`src/rtl/demux_1x16_collector.sv`:
```
// demux_1x16_collector: registered 1-to-16 bit steering demux / word collector.
// Optional DEMUX_PARITY_EN adds out_parity (= ^out, registered with out).
module demux_1x16_collector #(
  parameter int N     = 16,
  parameter int SEL_W = 4
) (
  input  logic             clk,
  input  logic             rst,
  input  logic             in_bit,
  input  logic             in_valid,
  output logic             in_ready,
  input  logic             sel_mode,
  input  logic [SEL_W-1:0] sel,
  output logic [N-1:0]     out,
  output logic             out_valid,
  input  logic             out_ready,
  output logic             dup_err
`ifdef DEMUX_PARITY_EN
  ,
  output logic             out_parity
`endif
);

  typedef enum logic [1:0] {
    IDLE,
    COLLECT,
    HOLD
  } state_t;

  state_t           state;
  state_t           state_nxt;
  logic [N-1:0]     asm_q;
  logic [N-1:0]     mask_q;
  logic [N-1:0]     asm_nxt;
  logic [N-1:0]     mask_nxt;
  logic [N-1:0]     onehot;
  logic [SEL_W-1:0] ptr_q;
  logic [SEL_W-1:0] idx;
  logic             mode_q;
  logic             mode_eff;
  logic             acc;
  logic             done;
  logic             dup;
  logic             deliver;

  assign in_ready  = (state != HOLD) & ~rst;
  assign out_valid = (state == HOLD);
  assign acc       = in_valid & in_ready;
  assign deliver   = out_valid & out_ready;

  // The mode is taken live on the first bit of a word, latched afterwards.
  always_comb begin
    mode_eff = (state == IDLE) ? sel_mode : mode_q;
    idx      = mode_eff ? ptr_q : sel;
    onehot   = N'(1) << idx;
    asm_nxt  = in_bit ? (asm_q | onehot) : (asm_q & ~onehot);
    mask_nxt = mask_q | onehot;
    dup      = ~mode_eff & (|(mask_q & onehot));
    done     = mode_eff ? (ptr_q == SEL_W'(N - 1)) : (&mask_nxt);
  end

  always_ff @(posedge clk or posedge rst) begin
    if (rst) state <= IDLE;
    else     state <= state_nxt;
  end

  always_comb begin
    state_nxt = state;
    unique case (state)
      IDLE: begin
        if (acc) state_nxt = done ? HOLD : COLLECT;
      end
      COLLECT: begin
        if (acc && done) state_nxt = HOLD;
      end
      HOLD: begin
        if (out_ready) state_nxt = IDLE;
      end
      default: state_nxt = IDLE;
    endcase
  end

  always_ff @(posedge clk or posedge rst) begin
    if (rst) begin
      asm_q   <= '0;
      mask_q  <= '0;
      ptr_q   <= '0;
      mode_q  <= 1'b0;
      out     <= '0;
      dup_err <= 1'b0;
    end else begin
      dup_err <= acc & dup;
      if (acc) begin
        if (state == IDLE) mode_q <= sel_mode;
        asm_q  <= asm_nxt;
        mask_q <= mask_nxt;
        if (mode_eff) ptr_q <= ptr_q + 1'b1;
        if (done) out <= asm_nxt;
      end else if (deliver) begin
        asm_q  <= '0;
        mask_q <= '0;
        ptr_q  <= '0;
      end
    end
  end

`ifdef DEMUX_PARITY_EN
  always_ff @(posedge clk or posedge rst) begin
    if (rst)              out_parity <= 1'b0;
    else if (acc && done) out_parity <= ^asm_nxt;
  end
`endif

endmodule

```
`config.mk`:
```
export PLATFORM = sky130hd
export DESIGN_NAME = demux_1x16_collector
export DESIGN_NICKNAME = d
export VERILOG_FILES = /design/src/rtl/demux_1x16_collector.sv
export SDC_FILE = /design/constraint.sdc
export NUM_CORES = 1
export LEC_CHECK = 0
export CORE_ASPECT_RATIO = 1.5
export CORE_MARGIN = 4
export CORE_UTILIZATION = 49
export DETAILED_ROUTE_END_ITERATION = 6
export GPL_TIMING_DRIVEN = 1
export PLACE_DENSITY = 0.69
export SYNTH_ARGS = -nofsm -noshare
export SYNTH_HDL_FRONTEND = slang
export SYNTH_SLANG_ARGS = --single-unit
```
`constraint.sdc`:
```
create_clock -name clk -period 5.8 [get_ports clk]
set_input_delay 1.74 -clock clk [delete_from_list [all_inputs] [get_ports clk]]
set_output_delay 1.74 -clock clk [all_outputs]
set_load 0.05 [all_outputs]
```
Word level (Yosys, flattened, before mapping)
Cells that the tools add are included.
{"block": "totals", "elab_cells": 52, "inputBits": 10, "reg_bits": 56, "output_inout_bits": 19}
{"block": "op_classes", "n_eq_ne": 8, "reduce_logical": 8, "n_addsub": 1, "n_shift": 1, "n_mux": 15, "n_bitwise": 12}
{"op": "16-bit 2-to-1 mux", "count": 4}
{"op": "16-bit AND", "count": 2}
{"op": "16-bit OR", "count": 2}
{"op": "4-bit 2-to-1 mux", "count": 4}
{"op": "16-bit NOT", "count": 1}
{"op": "16-bit AND reduction", "count": 1}
{"op": "16-bit OR reduction", "count": 1}
{"op": "1-bit by 4-bit left shift with 16-bit output (first input constant)", "count": 1}
{"op": "2-bit 2-to-1 mux", "count": 4}
{"op": "2-bit != test (second input constant)", "count": 4}
{"op": "2-bit one-hot mux with 3 select lines", "count": 1}
{"op": "1-bit AND", "count": 5}
{"op": "4-bit by 1-bit adder with 4-bit output (second input constant)", "count": 1}
{"op": "4-bit == test (second input constant)", "count": 1}
{"op": "2-bit AND reduction", "count": 2}
{"op": "3-bit AND reduction", "count": 1}
{"op": "2-bit by 1-bit == test with 1-bit output (second input constant)", "count": 1}
{"op": "2-bit == test (second input constant)", "count": 1}
{"op": "2-bit logical NOT", "count": 1}
{"op": "1-bit 2-to-1 mux", "count": 2}
{"op": "2-bit by 1-bit != test with 1-bit output (second input constant)", "count": 1}
{"op": "1-bit NOT", "count": 2}
{"op": "2-bit nonzero test", "count": 1}
{"op": "1-bit logical AND", "count": 1}

Longest topological paths before layout
Gate-level depths: netlist of the first run.
{"block": "logic_depth", "depth_word": 10, "depth_mapped": 10, "depth_no_buf": 7}

Worst setup path after synthesis of the first run
OpenSTA, ideal clock, no wires.
{"block": "synth_timing", "path_kind": "input port to output port", "startpoint": "in rst", "endpoint": "out in_ready", "required_ns": 4.060, "path_buffers": 0, "path_stages": 1, "path_slack_ns": 1.599, "arrival_time_ns": 2.461, "path_cell_list": "nor2_1"}
{"block": "synth_via", "elab_chain_cells": 2}
{"element": "from (decl)", "line_no": "8", "source": "input logic rst,"}
{"element": "1-bit NOT", "line_no": "46", "source": "assign in_ready = (state != HOLD) & ~rst;"}
{"element": "1-bit AND", "line_no": "46"}
{"element": "to (decl)", "line_no": "11", "source": "output logic in_ready,"}
Every way passes these cells.

Final worst setup path of the first run
Ends and elaborated chain as after synthesis.

==> impl_metrics.csv, run 1 <==
group,metric,value,unit
sta,hold_viol_final,0,
clock_network,cts_tree,"done",
floorplan,die_h,110,µm
detailed_routing,drtIter0Drc,260,
sta,skew,0.00868,ns
sta,grt_setup_unrepaired,"no",
floorplan,pin_count,29,
clock_network,post_cts_buffers,0,
power,pwr-share-clk,0.215,
floorplan,core_area,6810,µm²
logic_synthesis,yosys-top-cells-count,"dfrtp_1, nor2_1, mux2_2",
power,p_sw,0.481,mW
floorplan,std_cell_rows,37,
clock_network,cts.sinks,56,
logic_synthesis,seq_area_frac_synth,0.411,
placed_design,hpwl,6.49,mm
detailed_routing,wl_met2,4.53,mm
cells_and_area,post_route_cells_drive_above_1_share,0.177,
clock_network,post_cts_resized,0,
detailed_routing,top_layer,"met4",
setup_path,critPathMaxFanout,4,
setup_path,path_cells,"clkdlybuf4s50_1, nor2_1, clkdlybuf4s50_1",
clock_network,cts_buffer_depth,2,
clock_network,htree_levels,2,
cells_and_area,n_fill_cell,605,
power,power_frac_comb,0.335,
power,max-vdd-ir-drop,0.000252,V
cells_and_area,final_util,0.558,
floorplan,fp.dieW,76.1,µm
power,p_sw_frac,0.374,
power,power_frac_seq,0.450,
clock_network,path_clk_slew,0.09,ns
outcome,status,"finished clean",
logic_synthesis,avgSynthCellArea,9.86,µm²
clock_network,postCtsHoldBufs,0,
cells_and_area,syn_to_final_growth,11.4,%
power,power.leakage,1.65,nW
logic_synthesis,synth.most_common_cell,"dfrtp_1",
global_routing,antenna_found_initial,0,
sta,final.setup.tns,0,ns
logic_synthesis,synth_seq_cells,56,
global_routing,grt_pass1_vias,2749,
job,drv_cap,0,
clock_network,numCtsBuffers,5,
setup_path,critPathMaxStageDelay,0.84,ns
global_routing,overflow,0,
detailed_routing,first_pass_iters,5,
global_routing,grt_max_degree,57,
setup_path,cp_data_required_time,4.06,ns
logic_synthesis,synth_area_leader_cell,"dfrtp_1",
logic_synthesis,synth_area_leaders,"dfrtp_1, mux2_2, mux2_4",
sta,fmax,201,MHz
setup_path,path_class,"input port to output port",
sta,worst_pin_slew,0.923,ns
detailed_routing,dr_wl_met3,453,µm
sta,max_slew_margin,0.385,
cells_and_area,design_area,3800,µm²
global_routing,grt_pass1_wl,14.3,mm
detailed_routing,ant_nets,0,
detailed_routing,routed_wl,8.98,mm
sta,setup_viol,0,
power,cellPowerDensity,338,nW/µm²
setup_path,critPathLaunchType,"input port",
placed_design,io_buffers,28,
power,p_int,0.804,mW
sta,fin_crit,4.97,ns
logic_synthesis,synth_nets,357,
sta,slew_violations,0,
cells_and_area,nNetsFinal,371,
setup_path,cp_common_cell,"clkdlybuf4s50_1",
global_routing,grt.total_usage,0.215,
clock_network,clkLatencyLatePin,0.32,ns
logic_synthesis,synthFlopType,"dfrtp_1",
logic_synthesis,synth_area,3410,µm²
placed_design,globalplace.congestion,0.949,
detailed_routing,vias_per_cell,6.47,
logic_synthesis,synth_top_area_frac,0.411,
min_path,min-delay-path-class,"flop to flop",
detailed_routing,post-route-drc-count,0,
detailed_routing,via_count,2840,
logic_synthesis,yosys_warnings,0,
detailed_routing,wl_met1,3.63,mm
floorplan,dieArea,8390,µm²
logic_synthesis,synthCells,346,
logic_synthesis,async_flop_share,1.00,
logic_synthesis,synth.distinct_cells,63,
power,power,1.29,mW
logic_synthesis,synth-edff-count,0,
detailed_routing,route.detailed.wl_per_inst,20.4,µm
floorplan,start_util,0.501,
setup_path,cp.arrival,3.23,ns
sta,fin_ws,0.832,ns
sta,fin_crit_sh,0.857,
clock_network,cts_root_buf,"clkbuf_8",
setup_path,crit_slowest_cell,"clkdlybuf4s50_1",
placed_design,place_ws,0.737,ns
cells_and_area,diodes,0,
placed_design,placed_area,3670,µm²
setup_path,end_kind,"output port",
==> final timing paths <==
| path | cells past startpoint | slack [ns] | to | from |
|---|---|---|---|---|
| max | 3 | 0.83 | in_ready | rst |
| min reg2reg | 1 | 0.51 | asm_q[7]$_DFFE_PP0P_ | asm_q[7]$_DFFE_PP0P_ |
| min | 1 | 0.51 | asm_q[7]$_DFFE_PP0P_ | asm_q[7]$_DFFE_PP0P_ |
| max reg2reg | 7 | 2.35 | out[13]$_DFFE_PP0P_ | state[1]$_DFFE_PP0P_ |
| max in group asynchronous | 3 | 3.38 | out[3]$_DFFE_PP0P_ | rst |
| min in group asynchronous | 3 | 1.94 | ptr_q[1]$_DFFE_PP0P_ | rst |
==> metrics by stage <==
stage / instances / hold slack (ns)
finish: 439 / 0.509
global route: 439 / 0.531
CTS: 439 / 0.514
detailed placement: 431 / 0.484
global placement: 431 / 0.481
floorplan: 346 / 0.462
==> kinds of logic (layout without fill, tap and decap cells) <==
logic type,count (synthesis),in the layout,synth area share
AO/OA/AOI/OAI,101,101,0.208
buffers and inverters,44,59,0.0646
AND/OR/NAND/NOR,99,99,0.156
adder cells (fa/ha/maj),1,1,0.00367
flip-flops,56,56,0.411
XOR/XNOR,1,1,0.00257
multiplexers,44,44,0.155
==> per-layer routing <==
metal | global-route usage | vias up
met3 | 0.0285 | 30
met2 | 0.371 | 115
met5 | 0 | -
li1 | - | 1310
met4 | 0.114 | 0
met1 | 0.261 | 1385
==> power groups by stage <==
| stage | combinational (mW) | sequential (mW) | clock, mW |
|---|---|---|---|
| 6_report | 0.431 | 0.578 | 0.277 |
| 3_5_place_dp | 0.425 | 0.581 | 0 |
| 2_1_floorplan | 0.361 | 0.529 | 0 |
| 5_1_grt | 0.470 | 0.587 | 0.299 |
| 4_1_cts | 0.427 | 0.573 | 0.285 |
| 3_3_place_gp | 0.426 | 0.579 | 0 |
==> flip-flops by register name, indices dropped and copies added, names as in the netlist <==
signal	cells
mask_q	16
ptr_q	4
out	16
state	2
dup_err	1
asm_q	16
mode_q	1
==> layout by cell type (no fill, tap or decap), types with 5 or more instances in the layout <==
| master | Yosys | final |
|---|---|---|
| nand2b_1 | 8 | 8 |
| nor2_1 | 26 | 26 |
| nor4_1 | 5 | 5 |
| mux2_2 | 25 | 25 |
| a22o_1 | 12 | 12 |
| buf_4 | 3 | 5 |
| clkdlybuf4s50_1 | 0 | 28 |
| dfrtp_1 | 56 | 56 |
| o22ai_1 | 17 | 17 |
| mux2i_1 | 9 | 9 |
| a21oi_1 | 21 | 21 |
| inv_1 | 18 | 17 |
| nand2_1 | 24 | 24 |
| nor3_1 | 7 | 7 |
| o21ai_0 | 17 | 17 |
| mux2_4 | 9 | 9 |
| clkbuf_8 | 0 | 7 |
==> layout make-up <==
cell class	instances	area, µm²	area share
Clock inverter	1	30.0	0.00790
Sequential cell	56	1400	0.369
Tap cell	78	97.6	0.0257
Clock buffer	7	96.3	0.0254
Inverter	18	67.6	0.0178
Timing Repair Buffer	33	318	0.0836
Multi-Input combinational cell	246	1790	0.471
==> critical path, delay by kind of cell <==
| family | cells | cell delay, ns |
|---|---|---|
| buffers and inverters | 2 | 1.27 |
| AND/OR/NAND/NOR | 1 | 0.21 |
Power figures use the tool's default switching activity.
==> run 2, diff against run 1 <==
SLEW_MARGIN = 5   (was unset)
==> results of run 2 <==
No change in the layout: final DEF, timing and power equal those of run 1.
==> run 3, diff against run 2 <==
CORE_MARGIN = unset   (was 4)
HOLD_SLACK_MARGIN = 0.05   (was unset)
==> run 3 against run 2 <==
  * Register-to-register slack got worse by 0.12 ns
  * Setup slack improved by 0.0083 ns
  * Critical path type unchanged
  * Via count down 1.2%
==> impl_metrics.csv, run 3 (synthesis results as in run 1) <==
group,metric,value,unit
outcome,status,"finished clean",
floorplan,die_h,104,µm
clock_network,cts_tree,"done",
sta,hold_viol_final,0,
cells_and_area,syn_to_final_growth,11.3,%
clock_network,clkLatencyLatePin,0.31,ns
detailed_routing,drtIter0Drc,234,
cells_and_area,n_fill_cell,571,
global_routing,overflow,0,
power,cellPowerDensity,340,nW/µm²
sta,fin_crit_sh,0.855,
clock_network,cts.sinks,56,
clock_network,cts_root_buf,"clkbuf_8",
cells_and_area,multi_input_area,1790,µm²
sta,fin_crit,4.96,ns
detailed_routing,vias_per_cell,6.42,
job,drv_cap,0,
detailed_routing,ant_nets,0,
clock_network,htree_levels,2,
sta,setup_viol,0,
clock_network,postCtsHoldBufs,0,
sta,worst_pin_slew,0.947,ns
placed_design,io_buffers,28,
cells_and_area,diodes,0,
cells_and_area,final_common_cell,"dfrtp_1",
cells_and_area,reg_top3,"asm_q (16), mask_q (16), out (16)",
clock_network,post_cts_buffers,0,
sta,final.setup.tns,0,ns
placed_design,placed_area,3670,µm²
setup_path,cp.arrival,3.22,ns
floorplan,start_util,0.515,
setup_path,end_kind,"output port",
floorplan,std_cell_rows,36,
placed_design,dp_cells,429,
clock_network,numCtsBuffers,5,
cells_and_area,post_route_cells_drive_above_1_share,0.177,
floorplan,fp.dieW,70.1,µm
placed_design,globalplace.congestion,0.948,
global_routing,antenna_found_initial,0,
clock_network,path_clk_slew,0.09,ns
detailed_routing,route.detailed.wl_per_inst,20.5,µm
cells_and_area,final_cell_mix,"dfrtp_1, clkdlybuf4s50_1, nor2_1, mux2_2, nand2_1",
min_path,min-delay-path-class,"flop to flop",
sta,max_slew_margin,0.369,
sta,grt_setup_unrepaired,"no",
floorplan,pin_count,29,
setup_path,critPathMaxFanout,4,
global_routing,grt.total_usage,0.255,
setup_path,critPathLaunchType,"input port",
sta,skew,0.00626,ns
power,power.leakage,1.65,nW
cells_and_area,register_area,1400,µm²
sta,fmax,202,MHz
floorplan,dieArea,7310,µm²
clock_network,cts_buffer_depth,2,
detailed_routing,via_count,2806,
detailed_routing,routed_wl,8.95,mm
global_routing,grt_pass1_wl,14.6,mm
detailed_routing,post-route-drc-count,0,
placed_design,hpwl,6.50,mm
floorplan,core_area,6620,µm²
detailed_routing,first_pass_iters,4,
sta,slew_violations,0,
cells_and_area,nNetsFinal,371,
global_routing,grt_max_degree,57,
clock_network,post_cts_resized,0,
cells_and_area,fin_cells,437,
global_routing,grt_pass1_vias,2785,
cells_and_area,design_area,3800,µm²
power,max-vdd-ir-drop,0.000173,V
setup_path,path_class,"input port to output port",
setup_path,cp_data_required_time,4.06,ns
[run 3: where the power goes]
part,switching (mW),total [mW],leakage (nW),internal [mW]
sequential,0.115,0.579,0.721,0.464
combinational,0.246,0.435,0.868,0.189
clock,0.126,0.278,0.0645,0.153
total,0.487,1.29,1.65,0.806
[run 3: metal layers]
layer / GRT usage / wire, µm
met3: 0.0252 / 422
met4: 0.146 / 468
met1: 0.327 / 3750
met5: 0 / 0
met2: 0.418 / 4300
[run 3: per-stage QoR]
stage | hold WS, ns | utilization | worst slack [ns] | power [mW]
after floorplan | 0.462 | - | 1.60 | 0.890
after global placement | 0.482 | 0.554 | 0.660 | 1.01
after detailed placement | 0.490 | 0.554 | 0.662 | 1.02
after CTS | 0.515 | 0.574 | 0.841 | 1.30
after global routing | 0.528 | 0.574 | 0.750 | 1.36
final | 0.508 | 0.574 | 0.840 | 1.29
[run 3: worst paths after layout]
path	from	to	slack [ns]	cells past startpoint
min	asm_q[14]$_DFFE_PP0P_	asm_q[14]$_DFFE_PP0P_	0.51	1
min in group asynchronous	rst	ptr_q[0]$_DFFE_PP0P_	1.97	3
max in group asynchronous	rst	asm_q[1]$_DFFE_PP0P_	3.37	3
max	rst	in_ready	0.84	3
min reg2reg	asm_q[14]$_DFFE_PP0P_	asm_q[14]$_DFFE_PP0P_	0.51	1
max reg2reg	state[0]$_DFFE_PP0P_	out[15]$_DFFE_PP0P_	2.23	7
[run 3: cell type report]
type / instances / area share
flip-flops and latches: 56 / 0.369
clock inverters: 1 / 0.00791
repair buffers: 33 / 0.0837
multi-input cells: 246 / 0.471
clock buffers: 7 / 0.0254
inverters: 18 / 0.0178
well taps: 76 / 0.0250
[run 3: worst max-delay path: stages]
cell and delay [ns]:
clkdlybuf4s50_1 0.44, nor2_1 0.20, clkdlybuf4s50_1 0.84
